**config.mk**
```make
export PLATFORM = sky130hd
export DESIGN_NAME = mem_port_arb
export DESIGN_NICKNAME = d
export VERILOG_FILES = /design/src/rtl/mem_port_arb.sv
export SDC_FILE = /design/constraint.sdc
export NUM_CORES = 1
export LEC_CHECK = 0
export BUFFER_PORTS_ARGS = -buffer_cell sky130_fd_sc_hd__buf_2
export CELL_PAD_IN_SITES_DETAIL_PLACEMENT = 0
export CELL_PAD_IN_SITES_GLOBAL_PLACEMENT = 2
export CORE_UTILIZATION = 10
export CTS_BUF_LIST = sky130_fd_sc_hd__clkbuf_8
export CTS_CLUSTER_SIZE = 8
export DETAILED_ROUTE_END_ITERATION = 8
export PLACE_DENSITY = 0.79
export SLEW_MARGIN = 5
export SYNTH_ARGS = -nofsm -noshare
export SYNTH_HDL_FRONTEND = slang
export SYNTH_SLANG_ARGS = --single-unit
export TNS_END_PERCENT = 50
```
**constraint.sdc**
```tcl
create_clock -name clk -period 1.65 [get_ports clk]
set_input_delay 0.165 -clock clk [delete_from_list [all_inputs] [get_ports clk]]
set_output_delay 0.165 -clock clk [all_outputs]
set_load 0.01 [all_outputs]
```
**src/rtl/mem_port_arb.sv**
```systemverilog
// Memory port arbiter: shares one memory bus between the table walker (W),
// the data cache (D) and the instruction cache (I). The walker always wins;
// D and I either alternate (RR_EN=1) or D wins outright (RR_EN=0).
//
// state | meaning
// IDLE  | no owner, bus outputs parked at 0
// GW    | table walker owns the bus
// GD    | data cache owns the bus
// GI    | instruction cache owns the bus
module mem_port_arb #(
  parameter bit RR_EN = 1'b1
) (
  input  logic        clk,
  input  logic        reset,
  input  logic        WReq,
  input  logic        DReq,
  input  logic        IReq,
  input  logic        WWrite,
  input  logic        DWrite,
  input  logic        IWrite,
  input  logic [31:0] WAddr,
  input  logic [31:0] DAddr,
  input  logic [31:0] IAddr,
  input  logic [31:0] WWData,
  input  logic [31:0] DWData,
  input  logic [31:0] IWData,
  input  logic        Abort,
  input  logic        HReady,
  input  logic [31:0] HRData,
  output logic        HRequest,
  output logic        HWrite,
  output logic [31:0] HAddr,
  output logic [31:0] HWData,
  output logic        WReady,
  output logic        DReady,
  output logic        IReady,
  output logic [31:0] RData,
  output logic [1:0]  GrantState
);

  typedef enum logic [1:0] {
    IDLE = 2'd0,
    GW   = 2'd1,
    GD   = 2'd2,
    GI   = 2'd3
  } grant_t;

  grant_t state;
  grant_t winner;
  grant_t next_state;
  logic   last_is_i;   // 0: D held the bus last, 1: I held it last
  logic   owner_req;
  logic   beat_done;

  // Request of whoever currently owns the bus (0 in IDLE).
  always_comb begin
    owner_req = 1'b0;
    case (state)
      GW:      owner_req = WReq;
      GD:      owner_req = DReq;
      GI:      owner_req = IReq;
      default: owner_req = 1'b0;
    endcase
  end

  // Arbitration among current requests; W first, then D/I by policy.
  always_comb begin
    winner = IDLE;
    if (WReq)
      winner = GW;
    else if (DReq && IReq)
      winner = (RR_EN && !last_is_i) ? GI : GD;
    else if (DReq)
      winner = GD;
    else if (IReq)
      winner = GI;
  end

  // Abort wins over everything; otherwise hold while the owner still
  // requests, and re-arbitrate directly on release (no IDLE bubble).
  always_comb begin
    next_state = state;
    if (Abort)
      next_state = IDLE;
    else if (!owner_req)
      next_state = winner;
  end

  // Grant state and the D/I fairness flag.
  always_ff @(posedge clk or posedge reset) begin
    if (reset) begin
      state     <= IDLE;
      last_is_i <= 1'b0;
    end else begin
      state <= next_state;
      if (next_state == GD)
        last_is_i <= 1'b0;
      else if (next_state == GI)
        last_is_i <= 1'b1;
    end
  end

  // Bus mux from the owner; Abort suppresses the request in its own cycle.
  always_comb begin
    HRequest = 1'b0;
    HWrite   = 1'b0;
    HAddr    = 32'd0;
    HWData   = 32'd0;
    case (state)
      GW: begin
        HRequest = WReq & ~Abort;
        HWrite   = WWrite;
        HAddr    = WAddr;
        HWData   = WWData;
      end
      GD: begin
        HRequest = DReq & ~Abort;
        HWrite   = DWrite;
        HAddr    = DAddr;
        HWData   = DWData;
      end
      GI: begin
        HRequest = IReq & ~Abort;
        HWrite   = IWrite;
        HAddr    = IAddr;
        HWData   = IWData;
      end
      default: ;
    endcase
  end

  // Beat completion is routed only to the owner.
  always_comb begin
    beat_done = HReady & HRequest;
    WReady    = (state == GW) & beat_done;
    DReady    = (state == GD) & beat_done;
    IReady    = (state == GI) & beat_done;
  end

  assign RData      = HRData;
  assign GrantState = state;

endmodule

```
==> results list <==
- Outcome: finished with violations
- HPWL reported at the end of detailed placement: 7460 um
* Gate power share: 80.6%
* Post-Syn Area per Cell: 6.76 sq um
* Routed via count: 2747
* Flip-flop and latch area: 78.8 sq um
* First-pass GRT wire length: 11900 um
- Maximum clock skew at final layout: 0.000186 ns
- Setup repair after global routing could not meet its margin everywhere.
* Max-slew violation count: 0
- In this run the core area contains 49 standard-cell rows.
* Post-Synthesis Cell Area: 1850 sq um
* Final design utilization: 20.2%
* Final hold violations: 0
- Number of warnings reported in the yosys synthesis log: 0
* Crit path time final: 1.69 ns
- The via count of the first global-routing pass is 2316.
- Ranked by total cell area, the synthesized netlist is headed by sky130_fd_sc_hd__mux2i_1 (35%), sky130_fd_sc_hd__buf_4 (15%), sky130_fd_sc_hd__nand2_1 (13%), sky130_fd_sc_hd__o21ai_1 (11%), sky130_fd_sc_hd__o21ai_0 (6.8%).
* Post-synth top area share: 35.3%
* Area taken by multi-input logic gates: 1420 sq um
- After routing the design area is 3640 sq um.
- Standard cell area after detailed placement: 3280 sq um
* Antenna violations before repair: 0
- After filler insertion, the fill cell instance count of the layout stands at 2075.
* Critical path data required time: 1.48 ns
- The synthesized netlist contains 24 unique library cells.
- CTS saw 3 sinks.
* Total internal power: 918 uW
- The path class of the tightest hold or removal check is in -> reg.
- The worst setup path is captured at an output port.
* Part of the power in registers: 6.5%
* Signed area change from the synthesized netlist to the final layout: 97.3%
* Largest net degree at the start of global routing: 36
* Core Area: 18000 sq um
* Count of final setup violators: 20
- Based on the critical path, the design can be clocked at up to 592 MHz.
* Number of flip-flops and latches in the synthesized netlist: 3
- The die covers 19000 sq um.
- The worst-case IR drop observed on VDD is 0.413 mV.
- Kind of start point of the critical path: register
- Area leader, netlist: sky130_fd_sc_hd__mux2i_1
- After detailed routing, the average wire length per cell comes to 13.7 um.
* Later-pin clock latency in the skew report: 0.21 ns
- The number of clock buffers added by TritonCTS is 3.
- Worst Slack Setup Final: -0.0399 ns
- Max-slew headroom: 77.0%
- After the first detailed-routing iteration, the DRC count stood at 101.
- Die extent in y: 138 um
- Final-layout worst hold slack: 0.271 ns
- Failing checks: setup timing
* Share of the clock period used by the worst path after layout: 102%
- After detailed routing, the number of remaining DRC violations is 0.
- Total grt overflow: 0
- At the worst endpoint, the arrival time is 1.52 ns.
* Maximum clock insertion buffer count: 2
- Starting utilization of the core area: 10.2%
- The cell sitting at the root of the clock tree is a sky130_fd_sc_hd__clkbuf_8.
- TritonCTS built the clock tree.
* Total Routed Length: 10200 um
- At the end of routability-driven placement, the weighted congestion stood at 0.778.
- Once detail routing completed, the nets flagged for antenna violations numbered 0.
* DR vias/cell: 3.67
- Switching fraction of total power: 41.7%
* Clock-pin transition on the worst setup and hold timing paths: 0.03 ns
- In this run the static leakage power is 0.00193 uW.
- Slew @ Worst Pin: 0.340 ns
- 0 antenna diodes ended up in the layout.
* Number of buffers added on ports: 272
* Number of H-tree levels: 1
- Synthesized Nets: 507
- Most common cell after layout, fill and taps aside: sky130_fd_sc_hd__buf_2
- Synthesis produced a netlist whose cell count is 273.
* Most frequent cells in the layout: sky130_fd_sc_hd__buf_2 (272), sky130_fd_sc_hd__nand2_1 (64), sky130_fd_sc_hd__mux2i_1 (60)
- Chip width: 138 um
* IO Pins: 337
- Switching pwr: 656 uW
* Worst setup path class: reg -> out
* Clock Power Share: 12.9%
- Across every metal layer, demand over resource in global routing totals 7.99%.
- Of the cells placed in the final design, the portion with a size suffix greater than 1 is 60.3%.
* Fraction of the yosys area taken by sequential cells: 4.07%
- In this run the worst path has a maximum fanout of 35.
- Total power density per cell area: 432 nW/um^2
- Max-cap violations in this run came to 0.
* Number of detailed-routing iterations run before antenna repair: 4
- Post-layout nets: 754
## repair_timing
item	in CTS	in global routing
endpoints found under the hold margin	3	0
hold buffers	1	0
buffers inserted	2	3
cloned	0	9
setup endpoints to repair	45	68
pin swaps	0	3
gates resized for setup	6	16
## synthesized netlist by cell type
cell type / n
sky130_fd_sc_hd__buf_4: 38
sky130_fd_sc_hd__and3b_1: 1
sky130_fd_sc_hd__o21ai_0: 25
sky130_fd_sc_hd__buf_6: 2
sky130_fd_sc_hd__mux2i_4: 1
sky130_fd_sc_hd__inv_1: 1
sky130_fd_sc_hd__nand2b_1: 1
sky130_fd_sc_hd__inv_2: 1
sky130_fd_sc_hd__mux2i_1: 65
sky130_fd_sc_hd__clkbuf_1: 6
sky130_fd_sc_hd__o21ai_1: 40
sky130_fd_sc_hd__nor2b_4: 1
sky130_fd_sc_hd__nand3_1: 1
sky130_fd_sc_hd__buf_2: 8
sky130_fd_sc_hd__nand2_1: 66
sky130_fd_sc_hd__nor3_1: 4
sky130_fd_sc_hd__mux2_4: 1
sky130_fd_sc_hd__o32ai_4: 1
sky130_fd_sc_hd__nor2_1: 3
sky130_fd_sc_hd__nor4_1: 1
sky130_fd_sc_hd__a2bb2oi_2: 1
sky130_fd_sc_hd__nand3b_1: 1
sky130_fd_sc_hd__nor4bb_1: 1
sky130_fd_sc_hd__dfrtp_1: 3
## power by group through the flow
stage | Sequential [uW] | Clock (uW) | Combinational, uW
floorplan | 95.7 | 0 | 643
global placement | 99.7 | 0 | 1110
detailed placement | 100 | 0 | 1100
CTS | 101 | 209 | 1130
global route | 104 | 216 | 1390
finish | 102 | 203 | 1270
## final timing paths
| check | endpoint | depth (start not counted) | startpoint | slack [ns] |
|---|---|---|---|---|
| worst max-delay path | HWData[28] | 4 | GrantState[0]$_DFF_PP0_ | -0.04 |
| worst min-delay path | GrantState[1]$_DFF_PP0_ | 2 | WReq | 0.27 |
| worst max register to register | last_is_i$_DFFE_PP0P_ | 4 | GrantState[0]$_DFF_PP0_ | 0.21 |
| worst min register to register | last_is_i$_DFFE_PP0P_ | 1 | last_is_i$_DFFE_PP0P_ | 0.51 |
| max in group asynchronous | GrantState[0]$_DFF_PP0_ | 3 | reset | 1.12 |
| min in group asynchronous | GrantState[1]$_DFF_PP0_ | 3 | reset | 0.37 |
## routing by layer
layer  vias up  routed length, um  part of all wire (%)  GRT usage (%)
met3        14                674                   6.6           1.35
li1       1413                  -                     -              -
met4         0                 89                  0.87           1.33
met5         -                  0                     0              0
met2       121               5170                    51           14.7
met1      1199               4280                    42           9.72
## cell families after synthesis
group,after synthesis,synth area share [%]
compound gates,67,19.9
buf+inv,56,20.5
flops,3,4.07
mux,67,37.3
simple gates,80,18.2
## critical path, stage by stage, from the launching register on
cell and delay (ns):
sky130_fd_sc_hd__dfrtp_4 0.47, sky130_fd_sc_hd__buf_16 0.24, sky130_fd_sc_hd__mux2i_2 0.33, sky130_fd_sc_hd__o21ai_1 0.08, sky130_fd_sc_hd__buf_2 0.14
## cell type report
cell class / count / share of cell area [%]
Sequential cell: 3 / 2.16
Timing Repair Buffer: 296 / 49.5
Multi-Input combinational cell: 214 / 39.0
Inverter: 2 / 0.275
Tap cell: 229 / 7.87
Clock buffer: 3 / 1.13
Clock inverter: 1 / 0.103
## state kept, by name (all words and copies together) (netlist names)
register    flops
GrantState      2
last_is_i       1
## through the flow
stage / cells / TNS, ns / setup WS [ns] / total power (uW)
after floorplan: 273 / 0 / 0.199 / 739
after global placement: 729 / 0 / 0.159 / 1210
after detailed placement: 729 / 0 / 0.173 / 1200
after CTS: 736 / -0.0993 / -0.0354 / 1440
after global routing: 748 / -4.49 / -0.105 / 1710
final: 748 / -0.232 / -0.0399 / 1570
No activity file was read; power rests on OpenSTA's default activity.
